File: src/rtl/pc_sequencer.sv
// Program-counter sequencer: picks the next PC from increment, branch target,
// interrupt vector or a circular return-address stack, with sticky stack flags.
module pc_sequencer #(
   parameter int                      PC_WIDTH    = 16,
   parameter int                      STACK_DEPTH = 4,
   parameter logic [PC_WIDTH-1:0]     RESET_PC    = '0,
   parameter logic [PC_WIDTH-1:0]     INT_VECTOR  = 16'h0004,
   parameter logic [5:0]              OP_CALL     = 6'h01,
   parameter logic [5:0]              OP_SYSINT   = 6'h02,
   parameter logic [5:0]              OP_RET      = 6'h03
) (
   input  logic                          clk,
   input  logic                          rst_n,
   input  logic                          validin,
   input  logic                          stallin,
   input  logic [5:0]                    opin,
   input  logic                          MP0in,
   input  logic [PC_WIDTH-1:0]           targetin,
   output logic [PC_WIDTH-1:0]           pcout,
   output logic [$clog2(STACK_DEPTH):0]  depthout,
   output logic                          ovfout,
   output logic                          unfout
);

   localparam int PTR_W = $clog2(STACK_DEPTH);
   localparam logic [PTR_W:0] DEPTH_FULL = (PTR_W+1)'(STACK_DEPTH);

   logic [PC_WIDTH-1:0] r_stack [STACK_DEPTH];
   logic [PC_WIDTH-1:0] r_pc;
   logic [PTR_W-1:0]    r_wptr;
   logic [PTR_W:0]      r_depth;
   logic                r_ovf;
   logic                r_unf;

   logic                w_accept;
   logic                w_push;
   logic                w_pop;
   logic [PC_WIDTH-1:0] w_pcInc;
   logic [PTR_W-1:0]    w_topIdx;
   logic [PC_WIDTH-1:0] w_pcNext;
   logic [PTR_W-1:0]    w_wptrNext;
   logic [PTR_W:0]      w_depthNext;
   logic                w_ovfNext;
   logic                w_unfNext;

   assign w_accept = validin & ~stallin & rst_n;
   assign w_pcInc  = r_pc + 1'b1;
   assign w_topIdx = r_wptr - 1'b1;
   assign w_push   = w_accept & ((opin == OP_SYSINT) | (opin == OP_CALL));
   assign w_pop    = w_accept & (opin == OP_RET) & (r_depth != '0);

   // Opcode priority: sysint, call, ret, then branch select, then increment.
   always_comb begin
      w_pcNext    = r_pc;
      w_wptrNext  = r_wptr;
      w_depthNext = r_depth;
      w_ovfNext   = r_ovf;
      w_unfNext   = r_unf;
      if (w_accept) begin
         if (w_push) begin
            w_pcNext   = (opin == OP_SYSINT) ? INT_VECTOR : targetin;
            w_wptrNext = r_wptr + 1'b1;
            if (r_depth == DEPTH_FULL) begin
               w_ovfNext = 1'b1;
            end else begin
               w_depthNext = r_depth + 1'b1;
            end
         end else if (opin == OP_RET) begin
            if (w_pop) begin
               w_pcNext    = r_stack[w_topIdx];
               w_wptrNext  = w_topIdx;
               w_depthNext = r_depth - 1'b1;
            end else begin
               w_pcNext  = w_pcInc;
               w_unfNext = 1'b1;
            end
         end else if (MP0in) begin
            w_pcNext = targetin;
         end else begin
            w_pcNext = w_pcInc;
         end
      end
   end

   always_ff @(posedge clk) begin
      if (!rst_n) begin
         r_pc    <= RESET_PC;
         r_wptr  <= '0;
         r_depth <= '0;
         r_ovf   <= 1'b0;
         r_unf   <= 1'b0;
      end else begin
         r_pc    <= w_pcNext;
         r_wptr  <= w_wptrNext;
         r_depth <= w_depthNext;
         r_ovf   <= w_ovfNext;
         r_unf   <= w_unfNext;
      end
   end

   // Stack storage carries no reset; a push onto a full stack simply
   // overwrites the oldest slot, which is the one the write pointer reaches.
   always_ff @(posedge clk) begin
      if (w_push) begin
         r_stack[r_wptr] <= w_pcInc;
      end
   end

   assign pcout    = r_pc;
   assign depthout = r_depth;
   assign ovfout   = r_ovf;
   assign unfout   = r_unf;

endmodule

File: config.mk
export PLATFORM = sky130hd
export DESIGN_NAME = pc_sequencer
export DESIGN_NICKNAME = d
export VERILOG_FILES = /design/src/rtl/pc_sequencer.sv
export SDC_FILE = /design/constraint.sdc
export NUM_CORES = 1
export LEC_CHECK = 0
export CAP_MARGIN = 20
export CORE_ASPECT_RATIO = 1.2
export CORE_MARGIN = 2
export CORE_UTILIZATION = 57
export CTS_CLUSTER_SIZE = 14
export DETAILED_ROUTE_END_ITERATION = 7
export PLACE_DENSITY = 0.77
export SLEW_MARGIN = 20
export SYNTH_ARGS = -nofsm -noshare
export SYNTH_HDL_FRONTEND = slang
export SYNTH_SLANG_ARGS = --single-unit
File: constraint.sdc
create_clock -name clk -period 9.91 [get_ports clk]
set_clock_uncertainty 0.15 [all_clocks]
set_input_delay 1.982 -clock clk [delete_from_list [all_inputs] [get_ports clk]]
set_output_delay 1.982 -clock clk [all_outputs]
set_load 0.05 [all_outputs]
==> results.json <==
{
  "outcome": "complete, no violations",
  "grt_pass1_wl_um": 15940,
  "hpwl_um": 7093,
  "grt_max_degree": 20,
  "drtIter0Drc": 271,
  "required_ps": 9740,
  "cts-root-buf": "clkbuf_8",
  "worst_hold_path.endpoint": "ovfout",
  "rsz0062_at_grt": "false",
  "pre_cts_slack_ps": 4498,
  "antenna_found_initial": 0,
  "numCtsBuffers": 9,
  "hp-start": "ovfout",
  "fin_setup_tns_ps": 0,
  "power.total_w": 0.0007086,
  "async_flop_share_pct": 0,
  "drv_slew": 0,
  "worstMarginPinSlew_ps": 1117,
  "die_width_um": 81.78,
  "avgSynthCellArea_um2": 12.73,
  "fmax_ghz": 0.1988,
  "setup_violations": 0,
  "track_usage_pct": 27.14,
  "hold_depth": 2,
  "synthesis.area_um2": 4138,
  "wl_um": 10110,
  "fp.coreArea_um2": 7147,
  "postSynthCellCount": 325,
  "rr_worst_depth": 7,
  "syn_nets": 358,
  "yosys_warnings": 0,
  "startpoint": "rst_n",
  "h-tree-depth": 3,
  "finalNonFillerCells": 462,
  "cts_hold_buffers": 0,
  "max-cap-violations": 0,
  "power_density_nw_per_um2": 146.2,
  "synth_edf_count": 64,
  "arrival_ps": 4860,
  "reg2reg_from": "r_wptr[0]",
  "mostFrequentLayoutCells": "edfxtp_1, clkdlybuf4s50_1, dfxtp_1",
  "setup_ws_ps": 4879,
  "cts_tree": "done",
  "area_delta_synth_final_pct": 17.12,
  "drc_errors": 0,
  "critPathKind": "input pin to flop",
  "die_area_um2": 7959,
  "cts_setup_buffers": 0,
  "slowest_stage": "clkdlybuf4s50_1",
  "fillers": 515,
  "cp-end-kind": "flop",
  "start_util_pct": 57.90,
  "grt_pass1_vias": 3045,
  "crit_chain": "clkdlybuf4s50_1, nand3b_1, nor3_1, buf_4, and2_1",
  "post_cts_resized": 0,
  "place_inst": 446,
  "die_y_um": 97.33,
  "reg2reg_slack_ps": 6830,
  "cp_max_fo": 16,
  "synthDistinctLibCells": 53,
  "drtAntennaViolNets": 0,
  "start_kind": "input pin",
  "hold_class": "flop to flop",
  "vias": 3057,
  "clk_path_buf_depth": 2,
  "post_drt_wl_per_cell_um": 21.89,
  "slowest_delay_ps": 790,
  "viasPerCell": 6.617,
  "ys.flop_type": "edfxtp_1",
  "first_pass_iters": 6,
  "io_buffers": 47,
  "layout_commonest_cell": "edfxtp_1",
  "fin_nets": 400,
  "max_slew_margin_pct": 24.97,
  "layout_worst_path_cycle_share_pct": 50.77,
  "finalWeightedCongestion": 0.8491,
  "drive_gt1_share_pct": 11.29,
  "n_antenna_cell": 0,
  "r2r_end": "pcout[2]",
  "synth-seq-area-share_pct": 57.57,
  "clkTransAtPathRegs_ps": 100,
  "finalHoldViolCount": 0,
  "clock_sinks": 87,
  "io_pins": 48,
  "synth-seq-cells": 87,
  "p_leak_nw": 1.570,
  "yosysTopAreaCellShare_pct": 46.45,
  "ir_drop_mv": 0.1121,
  "num_rows": 34,
  "grt_overflow": 0,
  "period_minus_slack_ps": 5031,
  "clk_latency_ps": 360,
  "yosys-top-cells-area": "edfxtp_1, dfxtp_1, mux4_2, o21ai_0, a21oi_1",
  "synth_top_cell_by_area": "edfxtp_1"
}
==> cell families after synthesis <==
kind of cell,share of synthesized area [%]
muxes,9.435
buffers and inverters,2.903
DFF,57.57
xor gates and xnor gates,2.963
adders and majority gates,2.298
and+or+nand+nor,10.52
AOI/OAI and AO/OA,14.30
==> worst max-delay path: cells and delay by family <==
kind          cells  cell delay (ps)
simple gates      3             1800
buf+inv           2             1060
==> cell type report <==
class | instances | area [um2] | area share, %
multi-input combinational | 209 | 1635 | 33.75
timing repair buffer | 50 | 493.0 | 10.17
inverter | 10 | 37.54 | 0.7746
clock inverter | 7 | 61.31 | 1.265
clock buffer | 9 | 123.9 | 2.556
sequential | 87 | 2382 | 49.16
tap | 90 | 112.6 | 2.324
==> synthesized netlist by cell type, types with 8 or more instances <==
cell type	number
o21ai_0	19
a22oi_1	10
a31oi_1	12
clkbuf_1	13
mux4_2	16
nand2_1	16
xnor2_1	8
inv_1	10
a21oi_1	15
dfxtp_1	23
nor2_1	16
edfxtp_1	64
==> how the worst max path moves through the flow <==
stage | slack, ps | end
2_1_floorplan | 5760 | depthout[2]
3_3_place_gp | 4640 | r_stack[2][3]
3_5_place_dp | 4500 | r_stack[3][3]
4_1_cts | 4870 | r_stack[3][2]
5_1_grt | 4690 | r_stack[0][14]
6_report | 4880 | r_stack[3][2]
==> per-stage QoR <==
| stage | hold slack, ps | utilization (%) | area (um2) |
|---|---|---|---|
| finish | 322.0 | 67.80 | 4846 |
| global route | 350.7 | 67.80 | 4846 |
| global placement | 302.7 | 65.21 | 4661 |
| floorplan | 456.2 | - | 4138 |
| detailed placement | 307.5 | 65.21 | 4661 |
| CTS | 329.9 | 67.80 | 4846 |
==> where the power goes <==
| group | internal (W) | switching, W |
|---|---|---|
| Sequential | 0.000395 | 0.00000759 |
| Clock | 0.0000969 | 0.000138 |
| Combinational | 0.0000274 | 0.0000438 |
| Total | 0.000519 | 0.000189 |
==> metal layers <==
metal	share of wire (%)	GRT usage (%)	routed length, um	up-vias
li1	-	-	-	1363
met1	41	37.06	4096	1518
met2	50	42.34	5091	157
met3	6.6	4.182	668	19
met4	2.5	12.82	256	0
met5	0	0	0	-
==> state kept, by name (all words and copies together) (netlist names) <==
signal / count
r_stack: 64
pcout: 16
r_wptr: 2
ovfout: 1
unfout: 1
depthout: 3
No activity file was read; power rests on OpenSTA's default activity.
